$ cat config.mk
export PLATFORM = sky130hd
export DESIGN_NAME = fifo_native2aurora
export DESIGN_NICKNAME = d
export VERILOG_FILES = /design/src/rtl/fifo_native2aurora.sv
export SDC_FILE = /design/constraint.sdc
export NUM_CORES = 1
export LEC_CHECK = 0
export ABC_AREA = 1
export CORE_ASPECT_RATIO = 1.5
export CORE_MARGIN = 4
export CORE_UTILIZATION = 25
export CTS_CLUSTER_DIAMETER = 80
export DETAILED_ROUTE_END_ITERATION = 7
export GPL_ROUTABILITY_DRIVEN = 0
export PLACE_DENSITY = 0.52
export RECOVER_POWER = 25
export SLEW_MARGIN = 20
export SYNTH_ARGS = -nofsm -noshare
export SYNTH_HDL_FRONTEND = slang
export SYNTH_SLANG_ARGS = --single-unit
$ cat constraint.sdc
create_clock -name clk -period 6.3 [get_ports clk]
set_input_delay 0.945 -clock clk [delete_from_list [all_inputs] [get_ports clk]]
set_output_delay 0.945 -clock clk [all_outputs]
set_load 0.02 [all_outputs]
$ cat src/rtl/fifo_native2aurora.sv
// Drains a native FIFO (rd_en/data_out/empty) into the Aurora TX AXI-Stream port through a 2-entry skid buffer.
// Optional frame marking: define NATIVE2AURORA_TLAST_EN to add s_axis_tlast every PKT_BEATS beats.
module fifo_native2aurora #(
  parameter int DATA_WIDTH = 256,
  parameter int PKT_BEATS  = 8
) (
  input  logic                  clk,
  input  logic                  rst,
  input  logic                  channel_up,
  input  logic                  fifo_empty,
  output logic                  rd_en,
  input  logic [DATA_WIDTH-1:0] data_out,
  output logic                  s_axis_tvalid,
  output logic [DATA_WIDTH-1:0] s_axis_tdata,
  input  logic                  s_axis_tready,
`ifdef NATIVE2AURORA_TLAST_EN
  output logic                  s_axis_tlast,
`endif
  output logic [31:0]           tx_count
);

  logic [1:0]            count;
  logic                  inflight;
  logic [DATA_WIDTH-1:0] head;
  logic [DATA_WIDTH-1:0] tail;
  logic                  pop;
  logic [2:0]            credit;

  assign pop    = s_axis_tvalid && s_axis_tready;
  // Entries held plus the word already requested, minus the one leaving now.
  assign credit = {1'b0, count} + {2'b00, inflight} - {2'b00, pop};
  assign rd_en  = !rst && channel_up && !fifo_empty && (credit < 3'd2);

  assign s_axis_tvalid = (count != 2'd0);
  assign s_axis_tdata  = head;

  always_ff @(posedge clk) begin
    if (rst) begin
      count    <= 2'd0;
      inflight <= 1'b0;
      head     <= '0;
      tail     <= '0;
    end else begin
      inflight <= rd_en;
      case ({inflight, pop})
        2'b10: begin
          if (count == 2'd0) head <= data_out;
          else               tail <= data_out;
          count <= count + 2'd1;
        end
        2'b01: begin
          head  <= tail;
          count <= count - 2'd1;
        end
        2'b11: begin
          // Capture and pop together: count is unchanged, the new word lands behind the survivor.
          if (count == 2'd2) begin
            head <= tail;
            tail <= data_out;
          end else begin
            head <= data_out;
          end
        end
        default: begin
        end
      endcase
    end
  end

  always_ff @(posedge clk) begin
    if (rst)      tx_count <= 32'd0;
    else if (pop) tx_count <= tx_count + 32'd1;
  end

`ifdef NATIVE2AURORA_TLAST_EN
  localparam int BW = (PKT_BEATS > 1) ? $clog2(PKT_BEATS) : 1;
  localparam logic [BW-1:0] LAST_BEAT = BW'(PKT_BEATS - 1);

  logic [BW-1:0] beat_cnt;

  // Advances only on accepted beats, so frames survive backpressure and link drops.
  always_ff @(posedge clk) begin
    if (rst) begin
      beat_cnt <= '0;
    end else if (pop) begin
      if (beat_cnt == LAST_BEAT) beat_cnt <= '0;
      else                       beat_cnt <= beat_cnt + 1'b1;
    end
  end

  assign s_axis_tlast = s_axis_tvalid && (beat_cnt == LAST_BEAT);
`endif

endmodule

* Yosys cells after proc, flatten, opt, wreduce, memory -nomap -nowiden
Cells that the tools add are included.
** Cells by class
- Add/sub/neg operators :: 5
- Multipliers :: 0
- Div/mod/pow operators :: 0
- Magnitude comparators :: 1
- Equal/unequal tests :: 7
- Shift operators :: 0
- Multiplexer cells :: 7
- Bitwise gates (word level) :: 0
- Reduce and logical (&&, ||, !) cells :: 13
** Operators by type and width (number)
- $mux 256 :: 4
- $pmux 256 s3 :: 1
- $pmux 256 s2 :: 1
- $add 32x1->32 const B :: 1
- $eq 2x2->1 const B :: 3
- $ne 2x2->1 const B :: 3
- $reduce_bool 2->1 :: 3
- $logic_and 1x1->1 :: 4
- $pmux 2 s2 :: 1
- $add 2x1->3 :: 1
- $lt 3x2->1 const B :: 1
- $reduce_and 3->1 :: 1
- $reduce_bool 3->1 :: 1
- $sub 3x1->3 :: 1
- $add 2x1->2 const B :: 1
- $eq 2x1->1 const B :: 1
- $logic_not 1->1 :: 2
- $logic_not 2->1 :: 1
- $reduce_and 2->1 :: 1
- $sub 2x1->2 const B :: 1
** Word-level totals
- Bits in registers :: 547
- Latch bits :: 0
- Bits in writable memories :: 0
- Memory bits (read-only) :: 0
- Input bits :: 261
- Output and inout port bits :: 290
- Word-level logic and storage cells :: 38
- Memories :: 0

* Logic depth before layout (Yosys ltp)
- Depth in word-level cells :: 5
- Mapped depth :: 10
- Depth with buffers taken out :: 10

* Worst setup path after synthesis
OpenSTA, ideal clock, no wires.
- Path kind :: input-to-output
- From :: input port s_axis_tready
- To :: output port rd_en
- Arrival time :: 2.706 ns
- Required time :: 5.355 ns
- Slack :: 2.649 ns
- Stages on the path :: 7
- Buffers on the path :: 0
- Cells stage by stage :: nand2_4 ha_1 nor2_1 inv_1 fa_1 nand2_1 nor4_1
** Between the ends
- Cells in the longest elaborated chain, start to end :: 4
** RTL lines
- from (decl) :: RTL line 15 : input logic s_axis_tready,
- $logic_and 1x1->1 :: RTL line 29 : assign pop = s_axis_tvalid && s_axis_tready;
- $sub 3x1->3 :: RTL line 31 : assign credit = {1'b0, count} + {2'b00, inflight} - {2'b00, pop};
- $lt 3x2->1 :: RTL line 32 : assign rd_en = !rst && channel_up && !fifo_empty && (credit < 3'd2);
- $logic_and 1x1->1 :: RTL line 32
- to (decl) :: RTL line 11 : output logic rd_en,
Every way passes these cells.

* Worst setup path after layout
Same ends and word-level chain as after synthesis.

==> reports/metrics.yaml <==
final_cell_mix: "inv_1, dfxtp_1, a21oi_1, o21ai_1, clkdlybuf4s50_1"
yosysTopAreaCellShare_pct: 48.2
leakagePower_nw: 12.8
crit_path_start_kind: "primary input"
dr.pass1.iters: 5
fin_tns_setup_ns: 0
yosys.area_share.simple_pct: 7.91
synthAdderAreaFrac_pct: 0.198
maxSlewViolCount: 147
comb_power_share_pct: 39.7
htreeDepth: 2
synth_area_per_cell_um2: 7.31
io_pins: 551
period_share_pct: 78.8
layout_commonest_cell: "inv_1"
finalCriticalPeriod_ns: 4.97
worst-endpoint-required_ns: 5.35
synthArstFlopShare_pct: 0
setup_viol: 0
start_util_pct: 25.2
die_x_um: 254
cp_common_cell: "nand2_1"
track_usage_pct: 14.2
layout-drive-gt1-share_pct: 3.60
hold_path.class: "register to register"
insertion_delay_ns: 0.62
post-cts-setup-buffers: 0
seqCellArea_um2: 11000
cellPowerDensity_nw_per_um2: 460
grt_overflow_total: 0
grt_pass1_wl_mm: 109
dieArea_um2: 95800
synth_area_leaders: "dfxtp_1, a21oi_1, o21ai_1, inv_1, o21ai_0"
seqPwrFrac_pct: 35.0
clock-root-buffer: "clkbuf_16"
switchingPower_mw: 5.47
crit_chain: "dlygate4sd3_1 > clkinv_1 > nor2_1 > nand2_1 > inv_1 > fa_1 > nand2_1 > nor4_1 > clkdlybuf4s50_1"
multi_input_area_um2: 8470
synth-compound-area-share_pct: 29.1
num_rows: 135
cp.arrival_ns: 4.02
finalHoldViolCount: 0
nets: 3769
io_buffer_count: 550
worstSetupEndpointType: "output port"
wire_per_inst_um: 15.1
grt_pass1_vias: 18500
ys_ff_latch: 547
p_int_mw: 8.69
layout_setup_ws_ns: 1.33
drv_cap: 1
yosysWarnings: 0
synth_top_family_by_area: "compound AO/OA/AOI/OAI gates"
cts_resized: 0
cts_sinks: 547
fin_skew_ns: 0.0206
via_per_inst: 4.36
wl_mm: 71.5
max_freq_mhz: 201
path_class: "primary input to output port"
antenna_found_initial: 9
area_growth_pct: 35.4
fill_cells: 9584
ctsHoldBuffers: 0
hpwlAfterDp_mm: 47.9
outcome: "finished, violations left"
post-route-util_pct: 34.1
max_slew_margin_pct: -68.6
clk_path_buf_depth: 3
slowest_delay_ns: 0.74
swShare_pct: 38.6
synth_cell_types: 32
cp_slowest_cell: "nor2_1"
synth_area_leader_cell: "dfxtp_1"
synthFlopType: "dfxtp_1"
synth_mux_area_share_pct: 0
tightest_slew_ns: 2.53
synth_area_um2: 22700
clkTransAtPathRegs_ns: 0.06
drt_iter0_markers: 1052
synth_cells: 3104
drc: 0
synth_xor_area_share_pct: 0.154
rsz0062_at_grt: "false"
cts_buffers: 57
vias: 20600
worst-path-max-fanout: 12
fp.dieH_um: 377
violations: "capacitance limit, slew limit"
ant_nets: 0
grt_max_degree: 190
tritoncts: "done"
dp_slack_ns: 1.60
syn-num-nets: 3368
synth-edff-count: 0
core_um2: 90200
clkPwrFrac_pct: 25.3
ir_drop_v: 0.000299
seq_area_frac_synth_pct: 48.2
[final cells by class]
cell class	count	share of cell area (%)
diodes	8	0.0651
clock buffers	76	5.30
clock inverters	29	1.10
inverters	562	6.87
multi-input cells	1766	27.5
flip-flops and latches	547	35.6
well taps	1164	4.74
repair buffers	571	18.8
[path summary, 6_finish.rpt]
check	slack, ns	cells after the start	start	end
setup / recovery	1.33	9	s_axis_tready	rd_en
hold / removal	0.44	2	tail[97]	tail[97]
setup reg to reg	3.29	7	count[1]	s_axis_tdata[216]
hold reg to reg	0.44	2	tail[97]	tail[97]
[routing by layer]
layer / global-route usage [%] / share of wire, %
met1: 17.1 / 41
met5: 0 / 0.028
met2: 23.9 / 48
met4: 4.36 / 2.5
met3: 4.87 / 8.0
[worst max-delay path, delay by kind of cell]
kind                     cells  cell delay, ns
adder cells (fa/ha/maj)      1            0.16
AND/OR/NAND/NOR              4            1.37
buffers and inverters        4            1.55
[state kept, by name, indices dropped and copies added (netlist names)]
register / count
count: 2
inflight: 1
s_axis_tdata: 256
tail: 256
tx_count: 32
[power by group through the flow]
stage	registers, mW	logic (mW)	clock network, mW
after floorplan	5.89	2.73	0
after global placement	5.04	5.85	0
after detailed placement	5.05	5.88	0
after CTS	5.00	5.90	3.74
after global routing	5.08	6.20	3.85
final	4.96	5.62	3.58
[cell usage after synthesis (3+ instances only)]
cell type / number
inv_1: 558
dfxtp_1: 547
a21oi_1: 526
o21ai_1: 428
o21ai_0: 351
nand2_1: 332
clkbuf_1: 101
buf_2: 67
nor2_1: 63
nand3_1: 31
clkbuf_2: 30
buf_6: 21
buf_4: 9
nand4_1: 9
inv_2: 4
xor2_1: 3
[cells by family (layout without fill, tap and decap cells)]
kind of cell | after synthesis | after routing
XOR/XNOR | 4 | 4
AO/OA/AOI/OAI | 1311 | 1311
buffers and inverters | 791 | 1238
adder cells (fa/ha/maj) | 3 | 3
other | 0 | 8
flip-flops | 547 | 547
AND/OR/NAND/NOR | 448 | 448
[through the flow]
stage                     cell area, um^2  hold slack (ns)  instances  total power, mW
after global placement              28800            0.429       4610             10.9
after detailed placement            28800            0.433       4610             10.9
after global routing                30700            0.457       4720             15.1
final                               30800            0.440       4723             14.2
after CTS                           30700            0.442       4715             14.6
after floorplan                     22700            0.420       3104             8.62
Power figures use the tool's default switching activity.
